[src/rtl/stopwatch_ctrl.sv]
// Stopwatch control sequencer: button sync/debounce, mode FSM,
// 1/100 s count-enable prescaler, counter clear and lap hold.
module stopwatch_ctrl #(
  parameter int unsigned CLK_HZ    = 50_000_000,
  parameter int unsigned TICK_HZ   = 100,
  parameter int unsigned DB_CYCLES = 1_000_000
) (
  input  logic       Clk,
  input  logic       Rst,
  input  logic       fStart,
  input  logic       fStop,
  input  logic       fLap,
  output logic       oCntEn,
  output logic       oCntClr,
  output logic       oDispHold,
  output logic [1:0] oState
);

  localparam int unsigned DIV = CLK_HZ / TICK_HZ;
  localparam int PW = (DIV > 2) ? $clog2(DIV) : 1;
  localparam int DW = $clog2(DB_CYCLES + 1);
  localparam logic [PW-1:0] PSC_MAX = PW'(DIV - 1);
  localparam logic [DW-1:0] DB_MAX  = DW'(DB_CYCLES - 1);

  localparam int B_STOP  = 0;
  localparam int B_START = 1;
  localparam int B_LAP   = 2;

  typedef enum logic [1:0] {
    IDLE  = 2'b00,
    RUN   = 2'b01,
    PAUSE = 2'b10,
    LAP   = 2'b11
  } state_e;

  logic [2:0]    raw;
  logic [2:0]    sync1_q, sync2_q;
  logic [2:0]    acc_q, acc_d;
  logic [2:0]    arm_q, arm_d;
  logic [2:0]    press_q, press_d;
  logic [DW-1:0] dbc_q [3];
  logic [DW-1:0] dbc_d [3];

  assign raw = {fLap, fStart, fStop};

  // Until armed, a button is treated as held: it must be seen
  // stable high for DB_CYCLES before any press is accepted.
  always_comb begin
    acc_d   = acc_q;
    arm_d   = arm_q;
    press_d = '0;
    for (int i = 0; i < 3; i++) begin
      dbc_d[i] = '0;
      if (sync2_q[i] != (arm_q[i] & acc_q[i])) begin
        if (dbc_q[i] == DB_MAX) begin
          if (!arm_q[i]) begin
            arm_d[i] = 1'b1;
          end else begin
            acc_d[i]   = sync2_q[i];
            press_d[i] = ~sync2_q[i];
          end
        end else begin
          dbc_d[i] = dbc_q[i] + 1'b1;
        end
      end
    end
  end

  always_ff @(posedge Clk or negedge Rst) begin
    if (!Rst) begin
      sync1_q <= '1;
      sync2_q <= '1;
      acc_q   <= '1;
      arm_q   <= '0;
      press_q <= '0;
      for (int i = 0; i < 3; i++) dbc_q[i] <= '0;
    end else begin
      sync1_q <= raw;
      sync2_q <= sync1_q;
      acc_q   <= acc_d;
      arm_q   <= arm_d;
      press_q <= press_d;
      for (int i = 0; i < 3; i++) dbc_q[i] <= dbc_d[i];
    end
  end

  logic ev_stop, ev_start, ev_lap;

  assign ev_stop  = press_q[B_STOP];
  assign ev_start = press_q[B_START] & ~ev_stop;
  assign ev_lap   = press_q[B_LAP] & ~press_q[B_STOP]
                  & ~press_q[B_START];

  state_e        state_q;
  logic [PW-1:0] psc_q;
  logic          cnt_en_q, cnt_clr_q, hold_q;

  always_ff @(posedge Clk or negedge Rst) begin
    if (!Rst) begin
      state_q   <= IDLE;
      psc_q     <= '0;
      cnt_en_q  <= 1'b0;
      cnt_clr_q <= 1'b0;
      hold_q    <= 1'b0;
    end else begin
      cnt_en_q  <= 1'b0;
      cnt_clr_q <= 1'b0;
      unique case (state_q)
        IDLE: begin
          if (ev_start) begin
            state_q <= RUN;
            psc_q   <= '0;
          end
        end
        RUN, LAP: begin
          if (ev_stop) begin
            state_q <= PAUSE;
            hold_q  <= 1'b0;
          end else begin
            if (ev_lap) begin
              state_q <= (state_q == RUN) ? LAP : RUN;
              hold_q  <= (state_q == RUN);
            end
            if (psc_q == PSC_MAX) begin
              psc_q    <= '0;
              cnt_en_q <= 1'b1;
            end else begin
              psc_q <= psc_q + 1'b1;
            end
          end
        end
        PAUSE: begin
          if (ev_stop) begin
            state_q   <= IDLE;
            psc_q     <= '0;
            cnt_clr_q <= 1'b1;
          end else if (ev_start) begin
            state_q <= RUN;
          end
        end
        default: state_q <= IDLE;
      endcase
    end
  end

  assign oCntEn    = cnt_en_q;
  assign oCntClr   = cnt_clr_q;
  assign oDispHold = hold_q;
  assign oState    = state_q;

endmodule

[config.mk]
export PLATFORM = sky130hd
export DESIGN_NAME = stopwatch_ctrl
export DESIGN_NICKNAME = d
export VERILOG_FILES = /design/src/rtl/stopwatch_ctrl.sv
export SDC_FILE = /design/constraint.sdc
export NUM_CORES = 1
export LEC_CHECK = 0
export BUFFER_PORTS_ARGS = -buffer_cell sky130_fd_sc_hd__buf_2
export CAP_MARGIN = 25
export CORE_ASPECT_RATIO = 1.5
export CORE_MARGIN = 4
export CORE_UTILIZATION = 35
export CTS_CLUSTER_SIZE = 8
export DETAILED_ROUTE_END_ITERATION = 6
export PLACE_DENSITY_LB_ADDON = 0.3
export SYNTH_ARGS = -nofsm -noshare
export SYNTH_HDL_FRONTEND = slang
export SYNTH_SLANG_ARGS = --single-unit
[constraint.sdc]
create_clock -name Clk -period 2.99 [get_ports Clk]
set_input_delay 0.4485 -clock Clk [delete_from_list [all_inputs] [get_ports Clk]]
set_output_delay 0.4485 -clock Clk [all_outputs]
set_load 0.05 [all_outputs]
* After elaboration in Yosys (flattened, before gate mapping)
Cells that the tools add are included.
Word-level totals: bits in registers 99, output and inout port bits 5
Cells by class: add/subtract/negate cells 4, equal/unequal tests 14, mux-type cells 33, bitwise logic cells 11, reduce and logical (&&, ||, !) cells 11
Operators with widths (count):
- $mux 20 | 6
- $mux 19 | 4
- $add 20x1->20 const B | 3
- $eq 20x20->1 const B | 3
- $pmux 19 s3 | 1
- $add 19x1->19 const B | 1
- $eq 19x19->1 const B | 1
- $mux 1 | 16
- $reduce_and 3->1 | 4
- $mux 2 | 5
- $reduce_and 2->1 | 4
- $and 1x1->1 | 6
- $ne 2x2->1 const B | 3
- $pmux 2 s3 | 1
- $not 1->1 | 5
- $eq 2x2->1 const B | 2
- $ne 1x1->1 | 3
- $ne 3x3->1 const B | 1
- $eq 2x1->1 const B | 1
- $logic_not 2->1 | 1
- $reduce_bool 2->1 | 1
- $reduce_or 2->1 | 1

* Depth between registers and ports, before layout
Gate-level depths: netlist of the first run.
depth after elaboration 6, mapped depth 7, gate-level depth less buffers 6

* Least setup slack after synthesis of the first run
No wires, ideal clock.
kind register to register, start reg psc_q[0], end reg psc_q[8], library setup time 0.118 ns, arrival time 1.739 ns, data required time 2.872 ns, path slack 1.133 ns, stages on the path, launching flop included 8, path buffers 1, cells stage by stage dfrtp_1 ha_1 nand4_1 or4_4 o21bai_4 buf_6 nor3b_1 a21o_1
Between the ends: word-level cells in the longest chain between the ends 4, elaborated cells on any way between the ends 5
Ends and longest elaborated chain:
- start: declaration | line 95 | logic [PW-1:0] psc_q;
- start signal: assignment | line 128 | psc_q <= psc_q + 1'b1;
- $add 19x1->19 or $eq 19x19->1 (tied branches) | line 128, 124
- $mux 19 * | line 124 | if (psc_q == PSC_MAX) begin
- $mux 19 * | line 116 | if (ev_stop) begin
- $pmux 19 s3 * | line 108 | unique case (state_q)
Mark *: on every way between the ends. The rest lies on a longest branch, timed or not. The select of a mux whose other input is x is not followed. A chain may end at the register's enable or synchronous reset.

* Worst setup path after layout of the first run
start reg psc_q[0], end reg psc_q[15]
The elaborated chain is that of the path after synthesis.

==> impl_results.md, run 1 <==
- Result of the run: completed
- Final Max Slew Viols: 0
- Hold Path Class: input port to asynchronous set/reset pin
- RSZ-0062 raised after global routing: no
- Number of buffers added by the clock tree synthesis step: 9
- Number of placement rows: between 50 and 60
- Routed WL per cell: approximately 14 um
- FF-to-FF End: psc_q[15]
- Maximum fanout encountered on the critical timing path: 14
- Final setup TNS: 0 ps
- Number of buffers added for setup after CTS: 0
- Average vias per placed instance: between 5 and 6
- Pin count of the biggest net entering global routing: 63
- Overall overflow remaining after global route: 0
- Number of enable-type register cells in the synthesized netlist: 0
- Root buffer selected by CTS: clkbuf_16
- Total of endpoints with negative setup slack in the final report: 0
- Wire length reported by the detailed router: 8980 um
- Time the worst path needs with I/O delays and setup: 2210 ps
- Post-layout power: approximately 2600 uW
- Post-DRT Antenna Nets: 0
- Count of different cell masters after synthesis: 52
- Cell area after placement: between 4000 and 5000 um2
- CTS H-Tree Depth: 3
- Total via count in the routed design: ~3400
- Number of placed I/O pins: 10
- Internal reg-to-reg setup slack: approximately 800 ps
- Most area-consuming cells after synthesis: dfrtp_1 (47%), xor2_1 (6.8%), nor2_1 (5.6%), dfstp_2 (5.0%), xnor2_1 (3.7%)
- Worst rel slew slack: between 40% and 50%
- Most common cell after layout, fill and taps aside: dfrtp_1
- Reg2Reg Depth: 6
- Drt first-iter violations: ~120
- Maximum clock path buffer count: 2
- Overall die width: about 100 um
- Clock-pin transition on the worst setup and hold timing paths: approximately 70 ps
- Peak clock frequency supported by timing: about 450 MHz
- Avg Inst Size Synth: 10.1 um2
- Number of global-route vias before repair: around 3500
- Final Cell Area: 5290 um2
- Clock skew: around 8.0 ps
- Net total in the final layout: about 490
- Most crowded layer after global routing: met2
- DIE HEIGHT: between 150 and 200 um
- Port Buffers: 9
- Worst Max-Slew Pin Slew: a little under 800 ps
- Resized Gates After CTS: 0
- Fraction of the yosys area taken by sequential cells: between 50% and 60%
- Endpoints failing hold: 0
- Drt first pass iters: 4
- Relative area change from synthesis to final layout: 11.3%
- Starting Density: between 30% and 40%
- Final critical-path share of the clock period: roughly 74%
- Routability congestion estimate from global placement: 0.821
- Synth warnings: 0
- Startpoint of the lowest-slack register-to-register path: psc_q[0]
- Max-Cap Viols: 0
- Global-route wire length before repair: approximately 16000 um
- Fill cells: roughly 1300
- Met2 usage: 21.9%
- Proportion of netlist area held by the largest area contributor: 47.4%
- Async S/R FF share, synth: 100%
- Die Area: 15500 um2
- Global routing met1 resource utilization: between 15 and 20%
- Commonest cells after routing, fill and taps aside: dfrtp_1 (90), nor2_1 (71), nand2_1 (39)
- Antenna diode instance count: 0
- Syn Nets: 481
- Met3 routing resource usage after global routing: approximately 3.4%
- Leak: ~0.0023 uW
- Post-synthesis register bit count: 99
- Maximum ir drop on the vdd rail: 237 uV
- Quantity of hold-fixing buffers added after cts: 0
- Cell taking the most area after synthesis: dfrtp_1
- Element type at the critical path start: register
- Clock tree from TritonCTS: built
- Type of destination of the critical path: register
- Antenna violations before repair: 0
- Synthesized area: 4750 um2
- Fraction of the core area covered by cells at the end of the flow: approximately two fifths
- Fraction of final layout cells with drive strength greater than 1: under 10%
- Most frequently used flop master after synthesis: dfrtp_1
- Detailed Place HPWL: ~6100 um
- # clock sinks: around 100
- WP data arrival: about 2400 ps
- Total GRT Usage: about 13%
- Kind of critical path: register to register
- Synth Instances: 472
- Clock latency on the worst-skew pair: approximately 350 ps
- Standard cell core area: between 10000 and 15000 um2
- Residual DRC count: 0
- Ratio of total power to cell area: 497 nW/um2
- Critical path data required time: 3220 ps
report_power, final:
part	switching, uW	internal [uW]
clock network	495	697
logic	47.5	17.2
registers	14.9	1360
worst max path at each step:
| stage | slack (ps) | from | cells after the start | to |
|---|---|---|---|---|
| finish | 780 | psc_q[0] | 6 | psc_q[15] |
| global route | 650 | psc_q[0] | 6 | psc_q[15] |
| CTS | 820 | psc_q[0] | 6 | psc_q[15] |
| detailed placement | 820 | psc_q[0] | 6 | psc_q[15] |
| global placement | 860 | psc_q[0] | 6 | psc_q[15] |
| floorplan | 1130 | psc_q[0] | 7 | psc_q[8] |
cell usage after synthesis, drive strengths merged, types with 4 or more instances:
master  instances
o21bai          5
xnor2          20
a21o            7
inv             8
and4            6
and3           22
nor2           71
clkbuf          6
ha              4
a21oi          11
nand3          32
o21ai           9
nor3b           5
xor2           37
dfrtp          90
o31ai           7
nor4           12
dfstp           9
nand2          41
nand4          16
nor3           15
registers in the layout (all words and copies together), names as in the netlist:
| register | cells |
|---|---|
| acc_q | 3 |
| sync2_q | 3 |
| arm_q | 3 |
| press_q | 3 |
| oState | 2 |
| oDispHold | 1 |
| oCntEn | 1 |
| psc_q | 19 |
| dbc_q | 60 |
| sync1_q | 3 |
| oCntClr | 1 |
critical path, cell delays in order (launching register included):
cell,delay (ps)
dfrtp_1,420
ha_1,240
nand4_1,170
or4_4,560
o21bai_4,360
nor3b_1,90
a221o_1,260
metrics by stage:
step	hold WS (ps)	cells	setup slack [ps]
5_1_grt	184	649	649
2_1_floorplan	153	472	1130
3_5_place_dp	349	633	816
6_report	175	649	784
4_1_cts	183	649	815
3_3_place_gp	345	633	863
layer usage:
layer	vias up	part of all wire (%)
met5	-	0
met4	0	1.5
met3	10	2.6
met2	38	51
met1	1706	45
li1	1686	-
kinds of logic (layout without fill, tap and decap cells):
kind of cell | after synthesis | after routing | synth area share, %
buffers and inverters | 17 | 35 | 1.55
muxes | 5 | 5 | 1.13
and+or+nand+nor | 239 | 239 | 25.8
xor gates and xnor gates | 57 | 57 | 10.5
AOI/OAI and AO/OA | 51 | 51 | 7.54
DFF | 99 | 99 | 52.4
adders and majority gates | 4 | 4 | 1.05
layout make-up:
type	count	area (um2)	area share, %
clock buffers	13	260	4.92
clock inverters	3	46.3	0.876
inverters	8	30.0	0.568
multi-input cells	356	2190	41.4
flip-flops and latches	99	2490	47.1
well taps	159	199	3.76
repair buffers	11	75.1	1.42
(Power assumes the default switching activity.)
==> inputs of run 2 (changes only) <==
- clock period: 2.99 -> 1.8 ns (I/O delays scaled with it)
==> run 2 against run 1 <==
- the run now ends with setup timing left
- clock power is 68% higher
- critical path depth is 1 higher
- combinational power is 130% higher
- die area stayed put
- register-to-register slack worse by 790 ps
- worst hold slack worse by 150 ps
- global-route usage is 0.65 points higher
- critical path type unchanged
- cell area is 9.0% higher
==> impl_results.md, run 2 (synthesis gave the netlist of run 1 again) <==
- Endpoints failing hold: 0
- Reg2Reg Depth: 7
- Number of placement rows: ~50
- Worst Max-Slew Pin Slew: ~550 ps
- Wire length reported by the detailed router: around 9700 um
- Pin count of the biggest net entering global routing: between 40 and 50
- Fraction of final layout cells with drive strength greater than 1: 18.9%
- Register with the most flip-flops: dbc_q
- Die Area: about 16000 um2
- Internal reg-to-reg setup slack: -4 ps
- Result of the run: complete, but fails checks
- Startpoint of the lowest-slack register-to-register path: psc_q[9]
- Antenna violations before repair: 0
- FF-to-FF End: psc_q[13]
- Leak: around 0.0026 uW
- Total via count in the routed design: about 3600
- Peak clock frequency supported by timing: around 550 MHz
- Final setup TNS: -4.83 ps
- Time the worst path needs with I/O delays and setup: approximately 1800 ps
- Hold path cells: 1
- Commonest cells after routing, fill and taps aside: dfrtp_1 (90), nor2_1 (70), buf_4 (43)
- Clock skew: 10.6 ps
- Final Max Slew Viols: 0
- Global-route wire length before repair: about 17000 um
- Post-DRT Antenna Nets: 0
- # clock sinks: between 90 and 100
- Critical path data required time: roughly 2000 ps
- Maximum fanout encountered on the critical timing path: 4
- Clock latency on the worst-skew pair: around 350 ps
- Number of placed I/O pins: 10
- Antenna diode instance count: 0
- Hold Path Class: input port to register
- Number of placed cells counting well taps: approximately 680
- Startpoint of the most critical setup path: psc_q[9]
- Number of global-route vias before repair: about 3700
- RSZ-0062 raised after global routing: yes
- Maximum ir drop on the vdd rail: 402 uV
- Drt first pass iters: 5
- Root buffer selected by CTS: clkbuf_16
- Element type at the critical path start: register
- Fill cells: 1303
- Net total in the final layout: roughly 540
- Average vias per placed instance: between 5 and 6
- Total of endpoints with negative setup slack in the final report: 2
- Maximum clock path buffer count: 2
- Most common cell after layout, fill and taps aside: dfrtp_1
- Ratio of total power to cell area: roughly 770 nW/um2
- Kind of critical path: register to register
- Clock tree from TritonCTS: built
- Relative area change from synthesis to final layout: 21.3%
- Routability congestion estimate from global placement: just under 0.9
- Violations in the final reports: setup timing
- Total GRT Usage: a little over an eighth
- Overall overflow remaining after global route: 0
- WP data arrival: about 2100 ps
- Detailed Place HPWL: roughly 6700 um
- Drt first-iter violations: about 120
- Routed WL per cell: 13.9 um
- Residual DRC count: 0
- Type of destination of the critical path: register
- Final critical-path share of the clock period: 100%
- Cell area after placement: between 5000 and 6000 um2
- Post-layout worst setup margin: -3.61 ps
- Leading registers by flop count: dbc_q (60), psc_q (19)
- DIE HEIGHT: around 150 um
- Port Buffers: 9
- Clock-pin transition on the worst setup and hold timing paths: around 70 ps
- Worst rel slew slack: between 60% and 70%
- CTS H-Tree Depth: 3
- Starting Density: a little over a third
- Filler-free cell count of the finished design: between 600 and 700
- Standard cell core area: 13100 um2
- Final Cell Area: 5760 um2
- Number of flip-flops in the largest register: 60
- Hold Crit Endpoint: sync1_q[2]
- Overall die width: between 100 and 150 um
- Max-Cap Viols: 0
- Number of buffers added by the clock tree synthesis step: 9
- Worst min-delay path startpoint: fLap
run 2: cell count changes in the layout (fill, tap and decap cells not counted), sizes merged:
cell         before  now
dlygate4sd3       0    3
clkbuf           13   10
buf              11   57
inv               8   11
run 2: layout make-up:
cell class | instances | area, um2 | share of cell area, %
Sequential cell | 99 | 2490 | 43.2
Clock buffer | 10 | 239 | 4.15
Timing Repair Buffer | 60 | 504 | 8.76
Inverter | 8 | 30.0 | 0.521
Clock inverter | 6 | 68.8 | 1.19
Tap cell | 159 | 199 | 3.45
Multi-Input combinational cell | 356 | 2230 | 38.7
run 2: how the worst max path moves through the flow:
stage | end | slack, ps | cells past startpoint
3_5_place_dp | psc_q[3] | 0.6 | 5
2_1_floorplan | psc_q[8] | 10 | 7
5_1_grt | psc_q[15] | -130 | 6
3_3_place_gp | psc_q[13] | 8 | 6
6_report | psc_q[13] | -4 | 7
4_1_cts | psc_q[17] | 10 | 7
run 2: through the flow:
| step | utilization, % | hold WS [ps] | setup slack, ps | total power [uW] |
|---|---|---|---|---|
| after floorplan | - | -25.6 | 11.9 | 2360 |
| after global placement | 40.8 | 290 | 7.68 | 2460 |
| after detailed placement | 40.8 | 294 | 0.587 | 2460 |
| after CTS | 43.3 | 1.54 | 11.1 | 4480 |
| after global routing | 43.8 | 11.5 | -131 | 4600 |
| final | 43.8 | 21.0 | -3.61 | 4420 |
run 2: where the power goes:
| group | internal [uW] | leakage [uW] | switching (uW) | total [uW] |
|---|---|---|---|---|
| combinational | 57.0 | 0.00107 | 89.9 | 147 |
| clock | 1130 | 0.000150 | 868 | 2000 |
| sequential | 2250 | 0.00134 | 23.1 | 2280 |
| total | 3440 | 0.00257 | 981 | 4420 |
run 2: routing by layer:
metal / up-vias / share of wire [%] / GRT usage (%)
met4: 0 / 2.8 / 6.48
met2: 45 / 51 / 22.8
met1: 1786 / 44 / 16.7
met3: 22 / 2.4 / 2.55
met5: - / 0 / 0
li1: 1792 / - / -
run 2: timing repair:
| action | CTS | global route |
|---|---|---|
| pin swaps | 1 | 4 |
| hold buffers | 1 | 2 |
| setup endpoints to repair | 7 | 41 |
| endpoints found under the hold margin | 30 | 2 |
| buffers inserted | 1 | 0 |
| resized for setup | 0 | 11 |
run 2: critical path, cell delays in order (launching register included):
cell	delay [ps]
dfrtp_1	380
nor4bb_1	440
nand4_1	140
buf_4	190
o21bai_4	190
buf_4	170
nor4_1	50
a21o_1	150
